$ cat src/rtl/game_pkg.sv
// game_pkg: shared definitions for the target-shooting game controller.
//   - game_state_e : FSM state encodings (IDLE=0, WAIT=1, GAME=2, SCORE=3)
//   - default start/stop button geometry in pixels
//   - in_rect()    : half-open rectangle hit test on 12-bit cursor coordinates
package game_pkg;

    typedef enum logic [1:0] {
        StIdle  = 2'd0,
        StWait  = 2'd1,
        StGame  = 2'd2,
        StScore = 2'd3
    } game_state_e;

    localparam int unsigned CoordW = 12;
    // One extra bit so X+W style bounds near the top of the screen cannot wrap.
    localparam int unsigned CmpW   = CoordW + 1;

    localparam int unsigned StartXDef = 360;
    localparam int unsigned StartYDef = 192;
    localparam int unsigned StartWDef = 80;
    localparam int unsigned StartHDef = 32;

    localparam int unsigned StopXDef  = 700;
    localparam int unsigned StopYDef  = 10;
    localparam int unsigned StopWDef  = 80;
    localparam int unsigned StopHDef  = 32;

    // True when (x, y) lies in [rx, rx+rw) x [ry, ry+rh).
    function automatic logic in_rect(input logic [CoordW-1:0] x,
                                     input logic [CoordW-1:0] y,
                                     input int unsigned       rx,
                                     input int unsigned       ry,
                                     input int unsigned       rw,
                                     input int unsigned       rh);
        logic [CmpW-1:0] xe, ye, x_lo, x_hi, y_lo, y_hi;
        xe   = {1'b0, x};
        ye   = {1'b0, y};
        x_lo = CmpW'(rx);
        x_hi = CmpW'(rx + rw);
        y_lo = CmpW'(ry);
        y_hi = CmpW'(ry + rh);
        return (xe >= x_lo) && (xe < x_hi) && (ye >= y_lo) && (ye < y_hi);
    endfunction

endpackage

$ cat src/rtl/game_fsm_tick_gen.sv
// tick_gen: one-second prescaler for the game controller.
//   pclk : clock, rising edge
//   rst  : synchronous active-low reset
//   en   : count while high; counter held at 0 while low
//   clr  : force the counter back to 0 on the next edge
//   tick : high during the last cycle of each CLK_HZ-cycle period (counter at CLK_HZ-1)
// tick is decoded from the counter register only, so the owner can register it
// alongside the state update it causes.
module tick_gen #(
    parameter int unsigned CLK_HZ = 40_000_000
) (
    input  logic pclk,
    input  logic rst,
    input  logic en,
    input  logic clr,
    output logic tick
);

    localparam int unsigned     CntW   = (CLK_HZ > 1) ? $clog2(CLK_HZ) : 1;
    localparam logic [CntW-1:0] CntMax = CntW'(CLK_HZ - 1);

    logic [CntW-1:0] cnt_q, cnt_d;

    assign tick = en && (cnt_q == CntMax);

    always_comb begin
        cnt_d = cnt_q + CntW'(1);
        if (clr || !en || tick) begin
            cnt_d = '0;
        end
    end

    always_ff @(posedge pclk) begin
        if (!rst) begin
            cnt_q <= '0;
        end else begin
            cnt_q <= cnt_d;
        end
    end

endmodule

$ cat src/rtl/game_fsm.sv
// game_fsm: round controller for a mouse-driven target game.
//   pclk        : clock, rising edge
//   rst         : synchronous active-low reset
//   mouse_xpos  : cursor X (12b, pclk domain)
//   mouse_ypos  : cursor Y (12b, pclk domain)
//   mouse_left  : left button level; a rising edge is a click
//   uart_start  : remote player ready level
//   hit         : one-cycle target-hit pulse
//   state       : IDLE=0, WAIT=1, GAME=2, SCORE=3
//   time_left   : seconds remaining in GAME or SCORE, 0 otherwise
//   score       : saturating hit counter for the current round
//   game_active : high iff state==GAME
//   sec_tick    : one-cycle pulse for each elapsed second in GAME/SCORE
// Every output comes straight from a register.
module game_fsm
    import game_pkg::*;
#(
    parameter int unsigned CLK_HZ   = 40_000_000,
    parameter int unsigned GAME_SEC = 60,
    parameter int unsigned HOLD_SEC = 5,
    parameter int unsigned SCORE_W  = 8,
    parameter int unsigned START_X  = StartXDef,
    parameter int unsigned START_Y  = StartYDef,
    parameter int unsigned START_W  = StartWDef,
    parameter int unsigned START_H  = StartHDef,
    parameter int unsigned STOP_X   = StopXDef,
    parameter int unsigned STOP_Y   = StopYDef,
    parameter int unsigned STOP_W   = StopWDef,
    parameter int unsigned STOP_H   = StopHDef,
    localparam int unsigned TIME_W  =
        $clog2(((GAME_SEC > HOLD_SEC) ? GAME_SEC : HOLD_SEC) + 1)
) (
    input  logic               pclk,
    input  logic               rst,
    input  logic [11:0]        mouse_xpos,
    input  logic [11:0]        mouse_ypos,
    input  logic               mouse_left,
    input  logic               uart_start,
    input  logic               hit,
    output logic [1:0]         state,
    output logic [TIME_W-1:0]  time_left,
    output logic [SCORE_W-1:0] score,
    output logic               game_active,
    output logic               sec_tick
);

    game_state_e        state_q, state_d;
    logic [TIME_W-1:0]  time_q, time_d;
    logic [SCORE_W-1:0] score_q, score_d;
    logic               active_q;
    logic               sec_tick_q;
    logic               mouse_left_q;

    logic click, in_start, in_stop;
    logic tick, tick_en, tick_clr;

    assign click    = mouse_left && !mouse_left_q;
    assign in_start = in_rect(mouse_xpos, mouse_ypos, START_X, START_Y, START_W, START_H);
    assign in_stop  = in_rect(mouse_xpos, mouse_ypos, STOP_X, STOP_Y, STOP_W, STOP_H);

    // Prescaler runs only in the timed states and restarts on every state change,
    // so each GAME/SCORE period begins a full second before its first tick.
    assign tick_en  = (state_q == StGame) || (state_q == StScore);
    assign tick_clr = (state_d != state_q);

    tick_gen #(
        .CLK_HZ (CLK_HZ)
    ) u_tick_gen (
        .pclk (pclk),
        .rst  (rst),
        .en   (tick_en),
        .clr  (tick_clr),
        .tick (tick)
    );

    always_comb begin
        state_d = state_q;
        time_d  = time_q;
        score_d = score_q;

        // Counted even on the final tick or the exit edge of GAME.
        if ((state_q == StGame) && hit && (score_q != '1)) begin
            score_d = score_q + SCORE_W'(1);
        end

        case (state_q)
            StIdle: begin
                time_d = '0;
                if (click && in_start) begin
                    state_d = StWait;
                    score_d = '0;
                end
            end
            StWait: begin
                time_d = '0;
                if (click && in_stop) begin
                    state_d = StIdle;
                end else if (uart_start) begin
                    state_d = StGame;
                    time_d  = TIME_W'(GAME_SEC);
                end
            end
            StGame: begin
                // Stop beats a coincident final tick.
                if (click && in_stop) begin
                    state_d = StIdle;
                    time_d  = '0;
                end else if (tick) begin
                    if (time_q == TIME_W'(1)) begin
                        state_d = StScore;
                        time_d  = TIME_W'(HOLD_SEC);
                    end else begin
                        time_d = time_q - TIME_W'(1);
                    end
                end
            end
            StScore: begin
                if (click && in_start) begin
                    state_d = StWait;
                    time_d  = '0;
                    score_d = '0;
                end else if (tick) begin
                    if (time_q == TIME_W'(1)) begin
                        state_d = StIdle;
                        time_d  = '0;
                    end else begin
                        time_d = time_q - TIME_W'(1);
                    end
                end
            end
            default: begin
                state_d = StIdle;
                time_d  = '0;
            end
        endcase
    end

    always_ff @(posedge pclk) begin
        if (!rst) begin
            state_q      <= StIdle;
            time_q       <= '0;
            score_q      <= '0;
            active_q     <= 1'b0;
            sec_tick_q   <= 1'b0;
            mouse_left_q <= 1'b0;
        end else begin
            state_q      <= state_d;
            time_q       <= time_d;
            score_q      <= score_d;
            active_q     <= (state_d == StGame);
            sec_tick_q   <= tick;
            mouse_left_q <= mouse_left;
        end
    end

    assign state       = state_q;
    assign time_left   = time_q;
    assign score       = score_q;
    assign game_active = active_q;
    assign sec_tick    = sec_tick_q;

endmodule

$ cat config.mk
export PLATFORM = sky130hd
export DESIGN_NAME = game_fsm
export DESIGN_NICKNAME = d
export VERILOG_FILES = /design/src/rtl/game_pkg.sv /design/src/rtl/game_fsm_tick_gen.sv /design/src/rtl/game_fsm.sv
export SDC_FILE = /design/constraint.sdc
export NUM_CORES = 1
export LEC_CHECK = 0
export CORE_ASPECT_RATIO = 1.25
export CORE_MARGIN = 4
export CORE_UTILIZATION = 51
export CTS_CLUSTER_DIAMETER = 120
export DETAILED_ROUTE_END_ITERATION = 8
export PLACE_DENSITY = 0.82
export SLEW_MARGIN = 20
export SYNTH_ARGS = -nofsm -noshare
export SYNTH_HDL_FRONTEND = slang
export SYNTH_SLANG_ARGS = --single-unit
$ cat constraint.sdc
create_clock -name pclk -period 3.15 [get_ports pclk]
set_clock_uncertainty 0.05 [all_clocks]
set_input_delay 0.945 -clock pclk [delete_from_list [all_inputs] [get_ports pclk]]
set_output_delay 0.945 -clock pclk [all_outputs]
set_load 0.005 [all_outputs]
* Word-level counts from Yosys, hierarchy flattened *
Cells that the tools add are included.

storage, ports and cells
  register bits after elaboration = 45
  bits in latches = 0
  bits in writable memories = 0
  ROM bits = 0
  bits of input ports = 29
  output and inout bits = 18
  logic and storage cells = 72
  memories kept = 0

cells by class
  add/subtract/negate cells = 3
  multiply operators = 0
  div/mod/pow operators = 0
  magnitude comparators = 8
  eq/ne operators = 10
  shift operators = 0
  mux-type cells = 22
  bitwise logic cells = 1
  reductions and logical operators = 21

operators by type and width
  cell                     count
  $mux W6                  8
  $add A26 B1 Y26 const B  1
  $eq A26 B26 Y1 const B   1
  $mux W8                  3
  $pmux W6 S4              1
  $mux W2                  9
  $ge A12 B10 Y1 const B   1
  $ge A12 B4 Y1 const B    1
  $ge A12 B8 Y1 const B    1
  $ge A12 B9 Y1 const B    1
  $logic_and A1 B1 Y1      12
  $lt A12 B10 Y1 const B   1
  $lt A12 B6 Y1 const B    1
  $lt A12 B8 Y1 const B    1
  $lt A12 B9 Y1 const B    1
  $add A8 B1 Y8 const B    1
  $ne A8 B8 Y1 const B     1
  $pmux W2 S4              1
  $eq A2 B2 Y1 const B     3
  $eq A6 B1 Y1 const B     1
  $ne A3 B2 Y1 const B     2
  $sub A6 B1 Y6 const B    1
  $reduce_or A2 Y1         2
  $logic_or A1 B1 Y1       3
  6 further kinds          7

* Depth between registers and ports, before layout *
Gate-level depths: netlist of the first run.

  depth in word-level cells = 11
  gate-level depth with buffers = 10
  gate-level depth less buffers = 8

* Hierarchy *
A second synthesis of the first run with hierarchy kept.

unflattened totals
  cell total of the unflattened synthesis = 306
  area total of the unflattened synthesis = 2586.2 sq um

by module, submodules not included
  module    instances  cells each  area an instance (sq um)  seq. area each (sq um)
  tick_gen  1          146         1313.8                    520.5
  game_fsm  1          160         1272.5                    380.4

* Worst setup path before layout of the first run *
Ideal clock, no wire load.

  path type = input-to-reg
  from = input port mouse_ypos[11]
  to = register u_tick_gen.cnt_q[18]
  library setup time = 139 ps
  arrival time = 2754 ps
  required time = 2961 ps
  path slack = 207 ps
  cell stages on the path = 8
  path buffers = 2
  cell sequence = nor4_4 > nand4_1 > a2111oi_2 > buf_2 > o211ai_1 > nor3_4 > buf_6 > nor4_2

between the ends
  cells in the longest elaborated chain, start to end = 10
  elaborated cells between the ends (all ways) = 19
  those cells by class = 4 x order compare; 1 x eq/ne; 5 x mux; 9 x reduce/logical

RTL lines
  item                                            line                     source
  from (decl)                                     game_fsm.sv:36           input logic [11:0] mouse_ypos,
  $ge A12 B8 Y1 or $ge A12 B4 Y1 (tied branches)  game_pkg.sv:42           return (xe >= x_lo) && (xe < x_hi) && (ye >= y_lo) && (ye < y_hi);
  $logic_and A1 B1 Y1 (2 in series)               game_pkg.sv:42
  $logic_and A1 B1 Y1, on equally long branches   -
  $mux W2, on equally long branches               -
  $pmux W2 S4 (*)                                 game_fsm.sv:86           case (state_q)
  $ne A2 B2 Y1 (*)                                game_fsm.sv:64           assign tick_clr = (state_d != state_q);
  $logic_or A1 B1 Y1 (*) (2 in series)            game_fsm_tick_gen.sv:28  if (clr || !en || tick) begin
  $reduce_or A2 Y1 (no line) (*)                  -
  to (signal assigned)                            game_fsm_tick_gen.sv:37  cnt_q <= cnt_d;
  to (decl)                                       game_fsm_tick_gen.sv:22  logic [CntW-1:0] cnt_q, cnt_d;

Mark *: on every way between the ends. The rest lies on a longest branch, timed or not.
A chain may end at the register's enable or synchronous reset.

* Final worst setup path of the first run *
  from = input port mouse_xpos[10]
  to = register u_tick_gen.cnt_q[14]

between the ends
  cells in the longest elaborated chain, start to end = 11
  elaborated cells between the ends (all ways) = 21
  those cells by class = 4 x order compare; 1 x eq/ne; 5 x mux; 11 x reduce/logical

RTL lines
  item                                           line                     source
  from (decl)                                    game_fsm.sv:35           input logic [11:0] mouse_xpos,
  $ge A12 B9 Y1, or another cell as far along    game_pkg.sv:42
  $logic_and A1 B1 Y1 (3 in series)              game_pkg.sv:42
  $logic_and A1 B1 Y1, on equally long branches  -
  $mux W2, on equally long branches              -
  $pmux W2 S4 (*)                                game_fsm.sv:86
  $ne A2 B2 Y1 (*)                               game_fsm.sv:64
  $logic_or A1 B1 Y1 (*) (2 in series)           game_fsm_tick_gen.sv:28
  $reduce_or A2 Y1 (no line) (*)                 -

Marked as above.

==> results of run 1 <==
layer usage:
layer	track usage	up-vias	wire, µm	share of wire
met5	0	-	0	0
met4	0.0831	0	124	0.020
met3	0.0277	11	243	0.039
met2	0.332	58	3320	0.53
met1	0.240	1202	2620	0.42
li1	-	1263	-	-
power groups by stage:
stage / clock [µW] / sequential, µW / combinational (µW)
after floorplan: 0 / 583 / 14.7
after global placement: 0 / 583 / 63.2
after detailed placement: 0 / 583 / 64.5
after CTS: 387 / 570 / 66.0
after global routing: 410 / 570 / 70.5
final: 372 / 569 / 66.9
stage by stage:
step                hold slack [ps]  setup TNS, ps  power, µW  utilization
floorplan                       413              0        597            -
global placement                430          -8680        646        0.629
detailed placement              435         -10210        647        0.629
CTS                             449              0       1020        0.649
global route                    470          -49.8       1050        0.656
finish                          447              0       1010        0.656
repair_timing:
item | 4_1_cts | 5_1_grt
gates resized for setup | 1 | 7
pin swaps | 3 | 1
hold endpoints to repair | 0 | 0
setup endpoints to repair | 22 | 10
cell usage in the layout, fill, tap and decap left out, types with 2 or more instances in the layout:
cell type and n:
sky130_fd_sc_hd__inv_1 10, sky130_fd_sc_hd__nor3_4 3, sky130_fd_sc_hd__nand3_1 18, sky130_fd_sc_hd__o31ai_1 2
sky130_fd_sc_hd__nor3b_1 2, sky130_fd_sc_hd__clkbuf_8 5, sky130_fd_sc_hd__xnor2_1 13, sky130_fd_sc_hd__buf_4 17
sky130_fd_sc_hd__o21ai_0 6, sky130_fd_sc_hd__ha_1 8, sky130_fd_sc_hd__nor4_1 10, sky130_fd_sc_hd__o21a_1 2
sky130_fd_sc_hd__buf_12 3, sky130_fd_sc_hd__and2_1 3, sky130_fd_sc_hd__and3_1 4, sky130_fd_sc_hd__or4_1 2
sky130_fd_sc_hd__nor3_1 8, sky130_fd_sc_hd__mux2i_1 3, sky130_fd_sc_hd__nand2_1 21, sky130_fd_sc_hd__nor4b_1 3
sky130_fd_sc_hd__xor2_1 18, sky130_fd_sc_hd__nor4_2 22, sky130_fd_sc_hd__a21oi_1 8, sky130_fd_sc_hd__and4_1 2
sky130_fd_sc_hd__o211ai_1 6, sky130_fd_sc_hd__o211a_1 3, sky130_fd_sc_hd__nor2_1 23, sky130_fd_sc_hd__o22ai_1 2
sky130_fd_sc_hd__dlymetal6s2s_1 2, sky130_fd_sc_hd__nor4_4 2, sky130_fd_sc_hd__nand4_1 15, sky130_fd_sc_hd__or3_1 3
sky130_fd_sc_hd__clkdlybuf4s50_1 41, sky130_fd_sc_hd__dfxtp_1 45
cell type report:
class | instances | area (µm²) | share of cell area
clock buffer | 5 | 68.8 | 0.0194
sequential | 45 | 901 | 0.254
clock inverter | 3 | 25.0 | 0.00706
multi-input combinational | 237 | 1810 | 0.511
timing repair buffer | 63 | 623 | 0.176
inverter | 10 | 37.5 | 0.0106
tap | 64 | 80.1 | 0.0226
worst max-delay path: stages:
cell	delay (ps)
sky130_fd_sc_hd__clkdlybuf4s50_1	440
sky130_fd_sc_hd__nor4b_4	340
sky130_fd_sc_hd__nand4_1	190
sky130_fd_sc_hd__a2111oi_4	270
sky130_fd_sc_hd__nor4_1	110
sky130_fd_sc_hd__or4_4	440
sky130_fd_sc_hd__buf_12	190
sky130_fd_sc_hd__nor4_2	270
state kept, by name, indices dropped and copies added (netlist names):
| register | flops |
|---|---|
| state | 2 |
| mouse_left_q | 1 |
| time_left | 6 |
| sec_tick | 1 |
| u_tick_gen.cnt_q | 26 |
| score | 8 |
| game_active | 1 |
cells in the mapped netlist, types with 8 or more instances:
cell type,n,share of area
sky130_fd_sc_hd__nor3_1,9,0.016
sky130_fd_sc_hd__nand2_1,21,0.028
sky130_fd_sc_hd__nand3_1,18,0.032
sky130_fd_sc_hd__nor2_1,23,0.031
sky130_fd_sc_hd__ha_1,8,0.035
sky130_fd_sc_hd__nor4_1,13,0.029
sky130_fd_sc_hd__dfxtp_1,45,0.32
sky130_fd_sc_hd__a21oi_1,8,0.014
sky130_fd_sc_hd__nand4_1,15,0.033
sky130_fd_sc_hd__nor4_2,20,0.089
sky130_fd_sc_hd__xor2_1,18,0.056
sky130_fd_sc_hd__xnor2_1,13,0.040
sky130_fd_sc_hd__inv_1,10,0.013
path summary, 6_finish.rpt:
check / slack [ps] / startpoint / endpoint
worst max-delay path: 90 / mouse_xpos[10] / u_tick_gen.cnt_q[14]$_SDFF_PP0_
worst min-delay path: 450 / u_tick_gen.cnt_q[0]$_SDFF_PP0_ / u_tick_gen.cnt_q[0]$_SDFF_PP0_
worst max register to register: 380 / state[0]$_SDFF_PN0_ / u_tick_gen.cnt_q[14]$_SDFF_PP0_
worst min register to register: 450 / u_tick_gen.cnt_q[0]$_SDFF_PP0_ / u_tick_gen.cnt_q[0]$_SDFF_PP0_
kinds of logic (layout without fill, tap and decap cells):
family	count (synthesis)	in the layout	share of synthesized area
AO/OA/AOI/OAI	42	42	0.108
buffers and inverters	24	81	0.0568
XOR/XNOR	31	31	0.0963
flip-flops	45	45	0.319
multiplexers	3	3	0.0106
AND/OR/NAND/NOR	153	153	0.374
adder cells (fa/ha/maj)	8	8	0.0355
==> metrics.txt, run 1 <==
clk_lat worst skew=about 310 ps; count of flip-flops with a built-in enable after synthesis=0; post-DR wirelength/cell=between 10 and 15 µm; cell-internal power=771 µW; worst hold path stage count=1; post-synthesis async set-or-reset flop share=0; width of the die=74.5 µm; net switching power figure=approximately 240 µW; worst-case reg-to-reg path depth=7; share of synthesized area occupied by flip-flops and latches=0.319; crit path setup slack, layout=between 90 and 100 ps; via/cell ratio=around 6; Comb pwr share=0.066; sink count of the clock tree=45; DRT iter0 DRCs=93; Starting Density=0.522; arrival time of the worst setup path=between 3000 and 4000 ps; synthesized area per cell=a little over 9 µm²; Max IR drop VDD=between 200 and 250 µV; Gate Count Post-Synth=roughly 310; worst min-delay path category=reg -> reg; final count of hold timing violations=0; total routed wirelength=between 6000 and 7000 µm; HPWL after DPL=roughly 4600 µm; result of the run=finished, final reports clean; vias after detailed routing=2534; GRT Util Overall=0.196; maximum number of pins on one net before global-route repair=27; startpoint type of the worst setup path=input pin; CP Class=in -> reg; Highest Clock Rate=327 MHz; Yosys warnings=0; Post-Layout Inst Area=about 3500 µm²; unrepaired setup endpoints after global routing=yes; gr ovfl total=0; final weighted congestion in routability-driven placement=0.922; antenna viol nets, final=0; clock slew at the register clock pins of the worst setup and hold paths=roughly 90 ps; Worst Setup Slack post-DPL=-399 ps; filler cell count in the final layout=approximately 450; sequential fraction of design power=0.565; Synth cell types=60; wire length of the first global-routing pass=approximately 11000 µm; DRC violations left=0; required time at the endpoint of the critical path=about 3300 ps; mapped cell area=roughly 2800 µm²; number of synthesized register bits=between 40 and 50; number of port buffers=43; Most used DFF post-synth=sky130_fd_sc_hd__dfxtp_1; antenna violations before repair=0; count of endpoints failing setup in the final report=0; number of global-route vias before repair=2443; Initial DRT Pass Iterations=4; Final Critical Period=3060 ps; hold buffer count at CTS=0; cell at the root of the clock tree=sky130_fd_sc_hd__clkbuf_8; Post CTS Setup Buffer Count=0; sort of element at the end of the critical path=flop; leakage=~0.0011 µW; actual transition at the worst max-transition pin=~600 ps; Layout area overhead=25.7%; Period Utilization, post-route=0.970; switch share=0.235; Clk network pwr share=0.369; net count of the mapped netlist=about 340; largest driver fanout on the critical path=26; max-slew violation count=0; number of placed instances, taps included=approximately 420; Die Ht=91.1 µm; max-cap violations=0; Cell Rows=30; number of top-level pins=between 40 and 50; post-layout instance count excluding filler cells=427; antenna cell count=0; proportion of layout cells with a drive suffix above 1=0.174; buffer levels on the longest clock path=2; H-Tree Level Count=2; die area=a little under 7000 µm²; TritonCTS clock tree=yes; power per unit of standard cell area=between 200 and 300 nW/µm²; relative slew slack=0.584; area of the placeable core=roughly 5400 µm²; Final Net Count=between 300 and 400; post-place instance area=3400 µm²; number of clock buffers inserted by TritonCTS=5
(Power assumes the default switching activity.)
==> run 2, diff against run 1 <==
--- a/config.mk
+++ b/config.mk
@@ -5,6 +5,7 @@
 export SDC_FILE = /design/constraint.sdc
 export NUM_CORES = 1
 export LEC_CHECK = 0
+export CAP_MARGIN = 10
 export CORE_ASPECT_RATIO = 1.25
 export CORE_MARGIN = 4
 export CORE_UTILIZATION = 51
==> results of run 2 <==
No change in the layout: final DEF, timing and power equal those of run 1.
